===== config.mk =====
export PLATFORM = sky130hd
export DESIGN_NAME = hot_cold_game_ctrl
export DESIGN_NICKNAME = d
export VERILOG_FILES = /design/src/rtl/hot_cold_pkg.sv /design/src/rtl/hot_cold_game_ctrl_bcd_dist.sv /design/src/rtl/hot_cold_game_ctrl.sv
export SDC_FILE = /design/constraint.sdc
export NUM_CORES = 1
export LEC_CHECK = 0
export ABC_AREA = 1
export CORE_ASPECT_RATIO = 1.25
export CORE_MARGIN = 10
export CORE_UTILIZATION = 50
export DETAILED_ROUTE_END_ITERATION = 12
export PLACE_DENSITY = 0.83
export SETUP_SLACK_MARGIN = 0.02
export SYNTH_ARGS = -nofsm -noshare
export SYNTH_HDL_FRONTEND = slang
export SYNTH_HIERARCHICAL = 1
export SYNTH_SLANG_ARGS = --single-unit

===== constraint.sdc =====
create_clock -name clk -period 3.35 [get_ports clk]
set_input_delay 0.5025 -clock clk [delete_from_list [all_inputs] [get_ports clk]]
set_output_delay 0.5025 -clock clk [all_outputs]
set_load 0.02 [all_outputs]

===== src/rtl/hot_cold_pkg.sv =====
// -----------------------------------------------------------------------------
// hot_cold_pkg
// Shared types and constants for the hot-and-cold guessing game sequencer.
//   state_t      : controller states
//   bcd_t        : one BCD digit / key code
//   dist_t       : absolute distance between two-digit values (0..99)
//   KEY_CLEAR    : key code that clears the guess being entered
//   ATTEMPTS_MAX : saturation value of the attempts counter
//   is_digit()   : true for key codes 0..9
// -----------------------------------------------------------------------------
package hot_cold_pkg;

  typedef enum logic [2:0] {
    IDLE    = 3'd0,
    ENTER_T = 3'd1,
    ENTER_O = 3'd2,
    EVAL    = 3'd3,
    RESULT  = 3'd4,
    WIN     = 3'd5,
    LOSE    = 3'd6
  } state_t;

  typedef logic [3:0] bcd_t;
  typedef logic [6:0] dist_t;

  localparam bcd_t       KEY_CLEAR    = 4'hC;
  localparam logic [3:0] ATTEMPTS_MAX = 4'd15;

  function automatic logic is_digit(input bcd_t k);
    return (k <= 4'd9);
  endfunction

endpackage


===== src/rtl/hot_cold_game_ctrl_bcd_dist.sv =====
// -----------------------------------------------------------------------------
// bcd_dist
// Combinational absolute distance between two two-digit BCD numbers.
// Ports:
//   a_tens_i, a_ones_i : first number (BCD digits)
//   b_tens_i, b_ones_i : second number (BCD digits)
//   dist_o             : |a - b|, 0..99
// -----------------------------------------------------------------------------
module bcd_dist
  import hot_cold_pkg::*;
(
  input  bcd_t  a_tens_i,
  input  bcd_t  a_ones_i,
  input  bcd_t  b_tens_i,
  input  bcd_t  b_ones_i,
  output dist_t dist_o
);

  dist_t a_val_s;
  dist_t b_val_s;

  // Binary value of each pair; 7 bits hold 99 without overflow.
  assign a_val_s = ({3'b000, a_tens_i} * 7'd10) + {3'b000, a_ones_i};
  assign b_val_s = ({3'b000, b_tens_i} * 7'd10) + {3'b000, b_ones_i};

  assign dist_o = (a_val_s >= b_val_s) ? (a_val_s - b_val_s) : (b_val_s - a_val_s);

endmodule


===== src/rtl/hot_cold_game_ctrl.sv =====
// -----------------------------------------------------------------------------
// hot_cold_game_ctrl
// Game sequencer: latches a two-digit BCD target on stop_p, assembles keypad
// digits into two-digit guesses and scores each guess as correct / closer /
// farther relative to the previous guess.
//
// Optional feature: define HOT_COLD_GUESS_LIMIT_EN to end the game in LOSE once
// MAX_GUESSES wrong guesses have been evaluated. Without it, lose is tied 0.
//
// Ports:
//   clk, rst              : clock, synchronous active-high reset
//   stop_p                : pulse, freeze target (only in IDLE)
//   seed_tens, seed_ones  : free-running counter digits latched as target
//   key_valid, key_code   : debounced key pulse and value (0-9, 4'hC clear)
//   show                  : display target instead of guess
//   disp_tens, disp_ones  : SSD digits (registered)
//   counting              : high in IDLE
//   correct/closer/farther: score of the last evaluated guess
//   lose                  : guess budget exhausted
//   attempts              : evaluated guesses, saturating at 15
// -----------------------------------------------------------------------------
module hot_cold_game_ctrl
  import hot_cold_pkg::*;
#(
  parameter int MAX_GUESSES = 7
) (
  input  logic       clk,
  input  logic       rst,
  input  logic       stop_p,
  input  logic [3:0] seed_tens,
  input  logic [3:0] seed_ones,
  input  logic       key_valid,
  input  logic [3:0] key_code,
  input  logic       show,
  output logic [3:0] disp_tens,
  output logic [3:0] disp_ones,
  output logic       counting,
  output logic       correct,
  output logic       closer,
  output logic       farther,
  output logic       lose,
  output logic [3:0] attempts
);

`ifdef HOT_COLD_GUESS_LIMIT_EN
  localparam logic LIMIT_EN = 1'b1;
`else
  localparam logic LIMIT_EN = 1'b0;
`endif

  // Clamp to the counter range so the comparison stays 4 bits wide.
  localparam logic [3:0] GUESS_LIMIT = (MAX_GUESSES > 15) ? 4'd15 : MAX_GUESSES[3:0];

  state_t     state_q, state_d;
  bcd_t       tgt_t_q, tgt_t_d, tgt_o_q, tgt_o_d;
  bcd_t       g_t_q, g_t_d, g_o_q, g_o_d;
  dist_t      prev_q, prev_d;
  logic       first_q, first_d;
  logic       correct_q, correct_d;
  logic       closer_q, closer_d;
  logic       farther_q, farther_d;
  logic       lose_q, lose_d;
  logic [3:0] att_q, att_d;
  bcd_t       disp_t_q, disp_t_d, disp_o_q, disp_o_d;
  logic       counting_q, counting_d;

  dist_t      dist_s;
  logic       digit_s;
  logic       clear_s;

  assign digit_s = key_valid & is_digit(key_code);
  assign clear_s = key_valid & (key_code == KEY_CLEAR);

  bcd_dist u_dist (
    .a_tens_i (g_t_q),
    .a_ones_i (g_o_q),
    .b_tens_i (tgt_t_q),
    .b_ones_i (tgt_o_q),
    .dist_o   (dist_s)
  );

  // Next-state, scoring and display selection.
  always_comb begin
    state_d   = state_q;
    tgt_t_d   = tgt_t_q;
    tgt_o_d   = tgt_o_q;
    g_t_d     = g_t_q;
    g_o_d     = g_o_q;
    prev_d    = prev_q;
    first_d   = first_q;
    correct_d = correct_q;
    closer_d  = closer_q;
    farther_d = farther_q;
    lose_d    = lose_q;
    att_d     = att_q;

    case (state_q)
      IDLE: begin
        // Keys are ignored here, so stop_p wins over a same-cycle key.
        if (stop_p) begin
          tgt_t_d = seed_tens;
          tgt_o_d = seed_ones;
          state_d = ENTER_T;
        end else begin
          state_d = IDLE;
        end
      end
      ENTER_T, RESULT: begin
        // A digit here is always the tens digit of a fresh guess.
        if (digit_s) begin
          g_t_d   = key_code;
          g_o_d   = 4'd0;
          state_d = ENTER_O;
        end else if (clear_s) begin
          g_t_d   = 4'd0;
          g_o_d   = 4'd0;
          state_d = ENTER_T;
        end else begin
          state_d = state_q;
        end
      end
      ENTER_O: begin
        if (digit_s) begin
          g_o_d   = key_code;
          state_d = EVAL;
        end else if (clear_s) begin
          g_t_d   = 4'd0;
          g_o_d   = 4'd0;
          state_d = ENTER_T;
        end else begin
          state_d = ENTER_O;
        end
      end
      EVAL: begin
        correct_d = (dist_s == 7'd0);
        // The first guess has nothing to compare against.
        if (first_q) begin
          closer_d  = 1'b0;
          farther_d = 1'b0;
        end else begin
          closer_d  = (dist_s < prev_q);
          farther_d = (dist_s > prev_q);
        end
        prev_d  = dist_s;
        first_d = 1'b0;
        if (att_q == ATTEMPTS_MAX) begin
          att_d = att_q;
        end else begin
          att_d = att_q + 4'd1;
        end
        if (correct_d) begin
          state_d = WIN;
        end else if (LIMIT_EN && (att_d >= GUESS_LIMIT)) begin
          lose_d  = 1'b1;
          state_d = LOSE;
        end else begin
          state_d = RESULT;
        end
      end
      WIN:     state_d = WIN;
      LOSE:    state_d = LOSE;
      default: state_d = IDLE;
    endcase

    if (show) begin
      disp_t_d = tgt_t_d;
      disp_o_d = tgt_o_d;
    end else begin
      disp_t_d = g_t_d;
      disp_o_d = g_o_d;
    end
    counting_d = (state_d == IDLE);
  end

  // State and output registers with synchronous reset.
  always_ff @(posedge clk) begin
    if (rst) begin
      state_q    <= IDLE;
      tgt_t_q    <= 4'd0;
      tgt_o_q    <= 4'd0;
      g_t_q      <= 4'd0;
      g_o_q      <= 4'd0;
      prev_q     <= 7'd0;
      first_q    <= 1'b1;
      correct_q  <= 1'b0;
      closer_q   <= 1'b0;
      farther_q  <= 1'b0;
      lose_q     <= 1'b0;
      att_q      <= 4'd0;
      disp_t_q   <= 4'd0;
      disp_o_q   <= 4'd0;
      counting_q <= 1'b1;
    end else begin
      state_q    <= state_d;
      tgt_t_q    <= tgt_t_d;
      tgt_o_q    <= tgt_o_d;
      g_t_q      <= g_t_d;
      g_o_q      <= g_o_d;
      prev_q     <= prev_d;
      first_q    <= first_d;
      correct_q  <= correct_d;
      closer_q   <= closer_d;
      farther_q  <= farther_d;
      lose_q     <= lose_d;
      att_q      <= att_d;
      disp_t_q   <= disp_t_d;
      disp_o_q   <= disp_o_d;
      counting_q <= counting_d;
    end
  end

  assign disp_tens = disp_t_q;
  assign disp_ones = disp_o_q;
  assign counting  = counting_q;
  assign correct   = correct_q;
  assign closer    = closer_q;
  assign farther   = farther_q;
  assign lose      = lose_q;
  assign attempts  = att_q;

endmodule


==> results of run 1 <==
[metal layers]
metal	vias to the layer above	track usage (%)	wire length [um]
met2	100	30.7	4420
met1	1541	17.4	3430
met3	29	2.42	300
li1	1678	-	-
met5	-	0	0
met4	0	8.35	319
[registers in the layout, summed over array words and instances (netlist names)]
signal,flops
counting,1
disp_ones,4
farther,1
tgt_t_q,4
prev_q,7
tgt_o_q,4
closer,1
disp_tens,4
g_t_q,4
state_q,3
first_q,1
attempts,4
g_o_q,4
correct,1
[repair_timing]
action	in CTS	in global routing
buffers inserted	3	0
gates cloned	0	0
hold buffers	0	0
pin swaps	29	10
endpoints found under the setup margin	5	5
resized for setup	31	14
[layout by cell type, fill, tap and decap left out, types with 2 or more instances in the layout]
cell,synthesis,layout
ha_2,0,2
nand3_2,2,4
xor2_1,10,9
dfxtp_2,0,4
o21ai_1,3,2
nand4_1,6,6
ha_1,34,21
o21ai_2,4,6
nand2_2,6,17
nor2_2,3,5
nand2_4,1,3
fa_1,6,6
dfxtp_1,43,38
xnor2_1,3,3
inv_1,87,84
a21oi_1,28,24
a21oi_4,1,2
nor2_1,33,30
inv_2,6,9
o21ai_0,20,19
a21oi_2,1,4
nand3_1,44,41
clkbuf_8,0,5
nor2_4,1,2
nand2_1,149,136
buf_4,2,19
clkdlybuf4s50_1,0,32
ha_4,0,11
[worst max-delay path, delay by kind of cell (launching register included)]
family          cells  cell delay (ns)
simple gates        8             0.68
fa+ha+maj           5             1.42
flops               1             0.36
compound gates      4             0.53
xor+xnor            1             0.14
buf+inv             4             0.21
[cells by family (layout without fill, tap and decap cells)]
family          Yosys count  after routing  share of synthesized area [%]
flops                    43             43                           25.5
fa+ha+maj                40             40                           16.2
compound gates           60             60                           9.99
simple gates            248            248                           31.8
other cells               1              1                          0.111
xor+xnor                 13             13                           3.38
buf+inv                 106            152                           13.0
[power groups by stage]
stage	Clock, mW	Sequential (mW)	Combinational (mW)
after floorplan	0	0.587	0.867
after global placement	0	0.573	1.08
after detailed placement	0	0.575	1.12
after CTS	0.373	0.565	1.30
after global routing	0.396	0.570	1.54
final	0.369	0.565	1.36
[final cells by class]
cell class	instances	share of cell area, %
multi-input cells	362	55.1
well taps	87	2.58
inverters	94	8.41
clock buffers	7	2.31
flip-flops and latches	43	20.6
repair buffers	51	11.0
[worst max-delay path by stage]
| stage | startpoint | slack, ns | end |
|---|---|---|---|
| after global placement | tgt_t_q[1] | -0.07 | farther |
| after CTS | g_t_q[3] | -0.11 | farther |
| after global routing | tgt_t_q[1] | -0.30 | farther |
| after detailed placement | g_t_q[1] | -0.23 | farther |
| after floorplan | tgt_t_q[1] | 0.02 | farther |
| final | tgt_t_q[1] | -0.1 | farther |
==> results.md, run 1 <==
* Outcome: complete, but fails checks
* Failing checks: negative setup slack
* Total power at 2.30 mW
* CTS clk-pin slew, worst paths at roughly 0.08 ns
* Unique masters post-synth at 35
* Initial core utilization at roughly half
* DIE AREA at 0.0104 mm^2
* Setup TNS at -0.132 ns
* Sequential fraction of design power at 24.6%
* WS Path Type: reg2reg
* Startpoint types: flop
* Top FF cell, synth: dfxtp_1
* #FFs+latches synth at 43
* Synth area leaders: dfxtp_1, nand2_1, ha_1
* Cell Area, Synth at ~0.0034 mm^2
* Slew HR at approximately 50%
* Worst path max stage delay at roughly 0.44 ns
* Clock Latency Late Sink at roughly 0.3 ns
* Antenna violations before repair at 0
* MaxCap Viol Count at 0
* Design Area, Final at 0.00422 mm^2
* Standard-cell row count at 33
* Post-DP HPWL at approximately 6300 um
* Sequential-to-total area share from yosys stat at between 20% and 30%
* Cells after DPL at between 600 and 700
* Vias in the first global route at 3404
* Routed WL at about 8500 um
* CP cell instances: ha_4, ha_4, inv_2, fa_1, inv_2, nand3_2, xor2_1, ha_1, nand2_2, inv_4, nand2_4, inv_2, nand2_2, nand3_4, o21ai_2, ha_4, a21oi_1, o21ai_1, nand2_1, nand2_1, nand3_1, a21oi_2
* Worst reg2reg startpoint: tgt_t_q[1]
* Hold Path End: prev_q[3]
* R2R Path End: farther
* Worst Path Required at ~3.5 ns
* RSZ-0062 raised after global routing: yes
* Clock Path Buffers at 2
* Largest net degree at the start of global routing at 24
* Cts bufs inserted at 5
* # diodes at 0
* Clk sink count at 43
* Maximum clock frequency at roughly 290 MHz
* Clock Power Share at between 15 and 20%
* Period minus WS final at around 3.4 ns
* DR vias/cell at 5.20
* Peak supply drop at between 0.2 and 0.3 mV
* Most numerous cell in the Yosys netlist: nand2_1
* Hold Worst Slack at 0.461 ns
* Global-route wire length before repair at 14700 um
* ANT nets after route at 0
* H-tree depth at 2
* Worst-margin pin slew at approximately 0.74 ns
* Fraction of layout cells with a size suffix above 1 at about 18%
* Final Util at 64.3%
* Comb power frac at between 50% and 60%
* Final Setup Violations at 2
* Hold Startpoint: prev_q[3]
* Multi-input gate area at between 0.002 and 0.0025 mm^2
* Placement Setup Slack at -0.233 ns
* Setup Skew at about 0.0054 ns
* CP Capture Type: flop
* Synth top area share at roughly 26%
* RD Place Congestion at 0.910
* Number of remaining DRC errors at 0
* Via count of the routed design at between 3000 and 4000
* Nets@finish at just over 600
* DRT Pass-1 Iters at 4
* Synthesized area per cell at ~6.6 um^2
* I/O Pins at 34
* Fin crit share at 103%
* Final non-filler cell total at approximately 640
* Commonest cells post-synth: nand2_1, inv_1, nand3_1
* Synth warn at 6
* Root Buffer: clkbuf_8
* R2r setup slk at -0.1 ns
* Pint at about 1.3 mW
* Net Sw Power at 1.01 mW
* Min-Delay Path Class: reg2reg
* Filler instances at around 550
* Core footprint at around 0.0066 mm^2
* WHS Path Cells at 2
* Power per standard cell area at about 540 mW/mm^2
* Syn_nets at around 570
* Sequential Area at a little under 900 um^2
* P_leak at about 2.1 nW
* Routed wire per std cell at between 10 and 15 um
* IO buf count at 32
* Cell accounting for the most synthesized area: dfxtp_1
* Final WS setup at -0.0983 ns
* Final hold vios at 0
* Worst path arrival time at between 3 and 4 ns
* Area growth from synthesis to layout at 25.3%
* Post-DP Area at 0.00389 mm^2
* Gate count of the mapped netlist at around 510
* Worst Reg-to-Reg Cells at 22
* Crit-path slowest cell: fa_1
* Final Max Slew Viols at 0
* Chip height at roughly 110 um
* Post-synth EDFFs at 0
* Initial drt markers at 196
* Sw Ratio at between 40 and 50%
* Crit path max fanout at 7
* Die Width at around 93 um
* Global route overflow at 0
* CTS tree: built
* Asr flop ratio synth at 0%
* Total global-route track usage at approximately 17%
No activity file was read; power rests on OpenSTA's default activity.
==> inputs of run 2 (changes only) <==
- CAP_MARGIN: default -> 10
- RECOVER_POWER: default -> 25
==> results.md, run 2 (synthesis gave the netlist of run 1 again) <==
* Outcome: complete, but fails checks
* Failing checks: negative setup slack
* Max reg flops at 7 (unchanged)
* Vias in the first global route at 3404 (unchanged)
* CP bufs+invs at 4 (unchanged)
* Power per standard cell area at 546 mW/mm^2 (+0.41%)
* Multi-input gate area at 0.00230 mm^2 (-1.2%)
* Routed wire per std cell at 13.2 um (+0.41%)
* CP cell instances: ha_4, ha_4, inv_2, fa_1, inv_2, nand3_2, xor2_1, ha_1, nand2_2, inv_4, nand2_4, inv_2, nand2_2, nand3_4, o21ai_2, ha_4, a21oi_1, o21ai_1, nand2_1, nand2_1, nand3_1, a21oi_2
* IO buf count at 32 (unchanged)
* Largest net degree at the start of global routing at 24 (unchanged)
* Final hold vios at 0 (unchanged)
* Final Util at 63.9% (-0.42 points)
* CP Capture Type: flop
* Startpoint types: flop
* Most flop-heavy register: prev_q
* Maximum clock frequency at 290 MHz (about the same)
* Via count of the routed design at 3383 (+1.0%)
* Worst path arrival time at 3.63 ns (about the same)
* Crit path max fanout at 7 (unchanged)
* CTS clk-pin slew, worst paths at 0.08 ns (about the same)
* Peak supply drop at 0.291 mV (-0.92%)
* Fraction of layout cells with a size suffix above 1 at 17.2% (-0.72 points)
* DR vias/cell at 5.25 (+1.0%)
* Design Area, Final at 0.00420 mm^2 (-0.65%)
* Clk sink count at 43 (unchanged)
* Slew HR at 29.1% (-21 points)
* Root Buffer: clkbuf_8
* Initial drt markers at 193 (-1.5%)
* # hold bufs at CTS at 0 (unchanged)
* Die Width at 93.4 um (unchanged)
* Standard-cell row count at 33 (unchanged)
* Fin crit share at 103% (about the same)
* Worst-margin pin slew at 1.06 ns (+0.318 ns)
* MaxCap Viol Count at 0 (unchanged)
* Cts bufs inserted at 5 (unchanged)
* Sequential Area at 870 um^2 (unchanged)
* Final Max Slew Viols at 0 (unchanged)
* H-tree depth at 2 (unchanged)
* RD Place Congestion at 0.910 (unchanged)
* Global-route wire length before repair at 14700 um (unchanged)
* Area growth from synthesis to layout at 24.5%
* Initial core utilization at 51.3% (unchanged)
* Period minus WS final at 3.45 ns (+0.000546 ns)
* Antenna violations before repair at 0 (unchanged)
* Number of remaining DRC errors at 0 (unchanged)
* Core footprint at 0.00657 mm^2 (unchanged)
* Clock Latency Late Sink at 0.30 ns (about the same)
* Final WS setup at -0.0989 ns (-0.000546 ns)
* Post-DP HPWL at 6260 um (unchanged)
* DIE AREA at 0.0104 mm^2 (unchanged)
* Min-Delay Path Class: reg2reg
* Total global-route track usage at 16.6% (unchanged)
* Final Setup Violations at 2 (unchanged)
* I/O Pins at 34 (unchanged)
* Commonest non-fill, non-tap cell in the layout: nand2_1
* Worst path max stage delay at 0.44 ns (about the same)
* Clock Path Buffers at 2 (unchanged)
* Global route overflow at 0 (unchanged)
* DRT Pass-1 Iters at 5 (+1)
* # diodes at 0 (unchanged)
* CTS tree: built
* WS Path Type: reg2reg
* Post-DP Area at 0.00389 mm^2 (unchanged)
* RSZ-0062 raised after global routing: yes
* Critical path's top delay family: adder cells
* Chip height at 112 um (unchanged)
* P_leak at 2.10 nW (-0.33%)
* Worst Path Required at 3.54 ns (about the same)
* Commonest cells after routing, fill and taps aside: nand2_1, inv_1, nand3_1
* Routed WL at 8510 um (+0.41%)
* Setup Skew at 0.00528 ns (-0.000171 ns)
* Filler instances at 551 (+1.1%)
* ANT nets after route at 0 (unchanged)
* Nets@finish at 614 (unchanged)
* Crit-path slowest cell: fa_1
-- run 2: cell types whose count changed in the layout (fill, tap and decap cells not counted) --
cell,before,now
o21ai_0,19,22
o21ai_2,6,3
clkdlybuf4s50_1,32,30
dlygate4sd3_1,0,2
nor2_1,30,31
nor2_8,1,0
-- run 2: report_power, final --
| part | switching (mW) | internal [mW] | total [mW] |
|---|---|---|---|
| Sequential | 0.0234 | 0.542 | 0.565 |
| Clock | 0.181 | 0.189 | 0.370 |
| Combinational | 0.798 | 0.558 | 1.36 |
| Total | 1.00 | 1.29 | 2.29 |
-- run 2: worst reg2reg max path, cell delays in order (launching register included) --
cell     delay (ns)
dfxtp_4        0.36
ha_4           0.27
ha_4           0.11
inv_2          0.03
fa_1           0.44
inv_2          0.10
nand3_2        0.08
xor2_1         0.14
ha_1           0.36
nand2_2        0.10
inv_4          0.05
nand2_4        0.07
inv_2          0.03
nand2_2        0.07
nand3_4        0.14
o21ai_2        0.22
ha_4           0.24
a21oi_1        0.15
o21ai_1        0.09
nand2_1        0.08
nand2_1        0.05
nand3_1        0.09
a21oi_2        0.07
-- run 2: layout make-up --
cell class	count	area share (%)
well taps	87	2.59
multi-input cells	362	54.8
repair buffers	51	11.0
inverters	94	8.47
clock buffers	7	2.33
flip-flops and latches	43	20.7
-- run 2: path summary, 6_finish.rpt --
path / depth (start not counted) / start / slack (ns) / endpoint
setup / recovery: 22 / tgt_t_q[1] / -0.1 / farther
hold / removal: 2 / prev_q[3] / 0.46 / prev_q[3]
setup reg to reg: 22 / tgt_t_q[1] / -0.1 / farther
hold reg to reg: 2 / prev_q[3] / 0.46 / prev_q[3]
-- run 2: per-stage QoR --
step	TNS (ns)	instances	total power [mW]	hold slack, ns	worst slack [ns]
4_1_cts	-0.169	644	2.24	0.458	-0.113
2_1_floorplan	0	511	1.45	0.420	0.0233
3_5_place_dp	-0.501	634	1.69	0.439	-0.233
3_3_place_gp	-0.113	634	1.66	0.432	-0.0696
6_report	-0.133	644	2.29	0.461	-0.0989
5_1_grt	-1.02	644	2.50	0.485	-0.303
-- run 2: timing repair --
action	in CTS	in global routing
pin swaps	29	10
endpoints found under the setup margin	5	5
gates resized for setup	31	14
buffers inserted	3	0
-- run 2: metal layers --
layer  wire length [um]  track usage, %  share of wire (%)
met1               3380            17.4                 40
met2               4480            30.7                 53
met3                355            2.42                4.2
met4                289            8.35                3.4
met5                  0               0                  0
==> inputs of run 3 (changes only) <==
- ABC_CLOCK_PERIOD_IN_PS: default -> 3350
- MAX_ROUTING_LAYER: default -> met4
==> results.md, run 3 (synthesis gave the netlist of run 1 again) <==
* Pint at 1.29 mW (about the same)
* Most flop-heavy register: prev_q
* I/O Pins at 34 (unchanged)
* Clock Latency Late Sink at 0.29 ns (about the same)
* Worst path arrival time at 3.63 ns (about the same)
* WS Path Type: reg2reg
* Total power at 2.29 mW (-0.27%)
* Global route overflow at 0 (unchanged)
* Fin crit share at 103% (-0.14 points)
* Final Util at 63.9% (unchanged)
* Antenna violations before repair at 0 (unchanged)
* Routed wire per std cell at 13.1 um (-0.65%)
* Clock Path Buffers at 2 (unchanged)
* Worst-margin pin slew at 1.06 ns (+0.00454 ns)
* Filler instances at 551 (unchanged)
* Worst Path Required at 3.53 ns (about the same)
* Sw Ratio at 43.6% (-0.13 points)
* CP Capture Type: flop
* Initial core utilization at 51.3% (unchanged)
* Crit path max fanout at 7 (unchanged)
* Net Sw Power at 0.998 mW (-0.57%)
* Area growth from synthesis to layout at 24.5% (unchanged)
* Worst path max stage delay at 0.44 ns (about the same)
* Routed WL at 8460 um (-0.65%)
* Failing checks: negative setup slack
* Standard-cell row count at 33 (unchanged)
* Vias in the first global route at 3404 (unchanged)
* Commonest non-fill, non-tap cell in the layout: nand2_1
* DR vias/cell at 5.16 (-1.9%)
* Peak supply drop at 0.291 mV (-0.10%)
* Sequential fraction of design power at 24.7% (about the same)
* Slew HR at 28.8% (-0.30 points)
* Min-Delay Path Class: reg2reg
* Placement Setup Slack at -0.233 ns (unchanged)
* Outcome: complete, but fails checks
* Clk sink count at 43 (unchanged)
* RD Place Congestion at 0.925 (+1.7%)
* IO buf count at 32 (unchanged)
* Max reg flops at 7 (unchanged)
* Largest net degree at the start of global routing at 24 (unchanged)
* Total global-route track usage at 17.1% (+0.53 points)
* RSZ-0062 raised after global routing: yes
* DIE AREA at 0.0104 mm^2 (unchanged)
* Die Width at 93.4 um (unchanged)
* Design Area, Final at 0.00420 mm^2 (unchanged)
* Power per standard cell area at 545 mW/mm^2 (-0.27%)
* Cts bufs inserted at 5 (unchanged)
* Setup Skew at 0.00341 ns (-0.00187 ns)
* Root Buffer: clkbuf_8
* Post-DP HPWL at 6260 um (unchanged)
* Maximum clock frequency at 290 MHz (+0.14%)
* Cells after DPL at 634 (unchanged)
* Number of remaining DRC errors at 0 (unchanged)
* CTS tree: built
* DRT Pass-1 Iters at 4 (-1)
* Final Max Slew Viols at 0 (unchanged)
* Period minus WS final at 3.44 ns (-0.00469 ns)
* Final non-filler cell total at 644 (unchanged)
* Hold Worst Slack at 0.461 ns (-0.000454 ns)
* Fraction of layout cells with a size suffix above 1 at 17.2% (unchanged)
* Initial drt markers at 190 (-1.6%)
* # diodes at 0 (unchanged)
* Post-DP Area at 0.00389 mm^2 (unchanged)
* Chip height at 112 um (unchanged)
* Comb power frac at 59.3% (about the same)
* ANT nets after route at 0 (unchanged)
* CP cell instances: ha_4, ha_4, inv_2, fa_1, inv_2, nand3_2, xor2_1, ha_1, nand2_2, inv_4, nand2_4, inv_2, nand2_2, nand3_4, o21ai_2, ha_4, a21oi_1, o21ai_1, nand2_1, nand2_1, nand3_1, a21oi_2
* MaxCap Viol Count at 0 (unchanged)
* Global-route wire length before repair at 14700 um (+0.18%)
* Crit-path slowest cell: fa_1
* CTS clk-pin slew, worst paths at 0.08 ns (about the same)
* H-tree depth at 2 (unchanged)
* Setup TNS at -0.127 ns (+0.00582 ns)
* Startpoint types: flop
* Nets@finish at 614 (unchanged)
* Commonest cells after routing, fill and taps aside: nand2_1, inv_1, nand3_1
* Via count of the routed design at 3320 (-1.9%)
* P_leak at 2.10 nW (unchanged)
* Clock Power Share at 16.0% (-0.2 points)
* Final hold vios at 0 (unchanged)
* Core footprint at 0.00657 mm^2 (unchanged)
* Final Setup Violations at 2 (unchanged)
* Final WS setup at -0.0942 ns (+0.00469 ns)
## run 3: layout make-up
cell class / instances / area (um^2) / share of cell area [%]
clock buffer: 7 / 97.6 / 2.33
inverter: 94 / 355 / 8.47
multi-input combinational: 362 / 2300 / 54.8
sequential: 43 / 870 / 20.7
tap: 87 / 109 / 2.59
timing repair buffer: 51 / 463 / 11.0
## run 3: routing by layer
layer	up-vias	routed length, um	track usage (%)
li1	1675	-	-
met1	1529	3410	17.7
met2	90	4450	30.7
met3	26	289	2.15
met4	0	306	8.45
met5	-	0	-
## run 3: power by group through the flow
stage          Combinational [mW]  Clock, mW  Sequential [mW]
6_report                     1.35      0.366            0.565
3_3_place_gp                 1.08          0            0.573
3_5_place_dp                 1.12          0            0.575
5_1_grt                      1.53      0.396            0.569
2_1_floorplan               0.867          0            0.587
4_1_cts                      1.30      0.373            0.565
## run 3: path summary, 6_finish.rpt
path                    from      end  slack (ns)  cells after the start
hold / removal       first_q  first_q        0.46                      2
setup / recovery  tgt_t_q[1]  farther       -0.09                     22
setup reg to reg  tgt_t_q[1]  farther       -0.09                     22
hold reg to reg      first_q  first_q        0.46                      2
## run 3: timing repair
item | 4_1_cts | 5_1_grt
buffers inserted | 3 | 0
resized for setup | 31 | 14
cloned | 0 | 0
setup endpoints to repair | 5 | 5
pin swaps | 29 | 10
hold buffers | 0 | 0
## run 3: critical path, delay by kind of cell (launching register included)
kind	cells	cell delay (ns)
AOI/OAI and AO/OA	4	0.52
xor gates and xnor gates	1	0.14
adders and majority gates	5	1.42
buffers and inverters	4	0.21
DFF	1	0.36
and+or+nand+nor	8	0.68
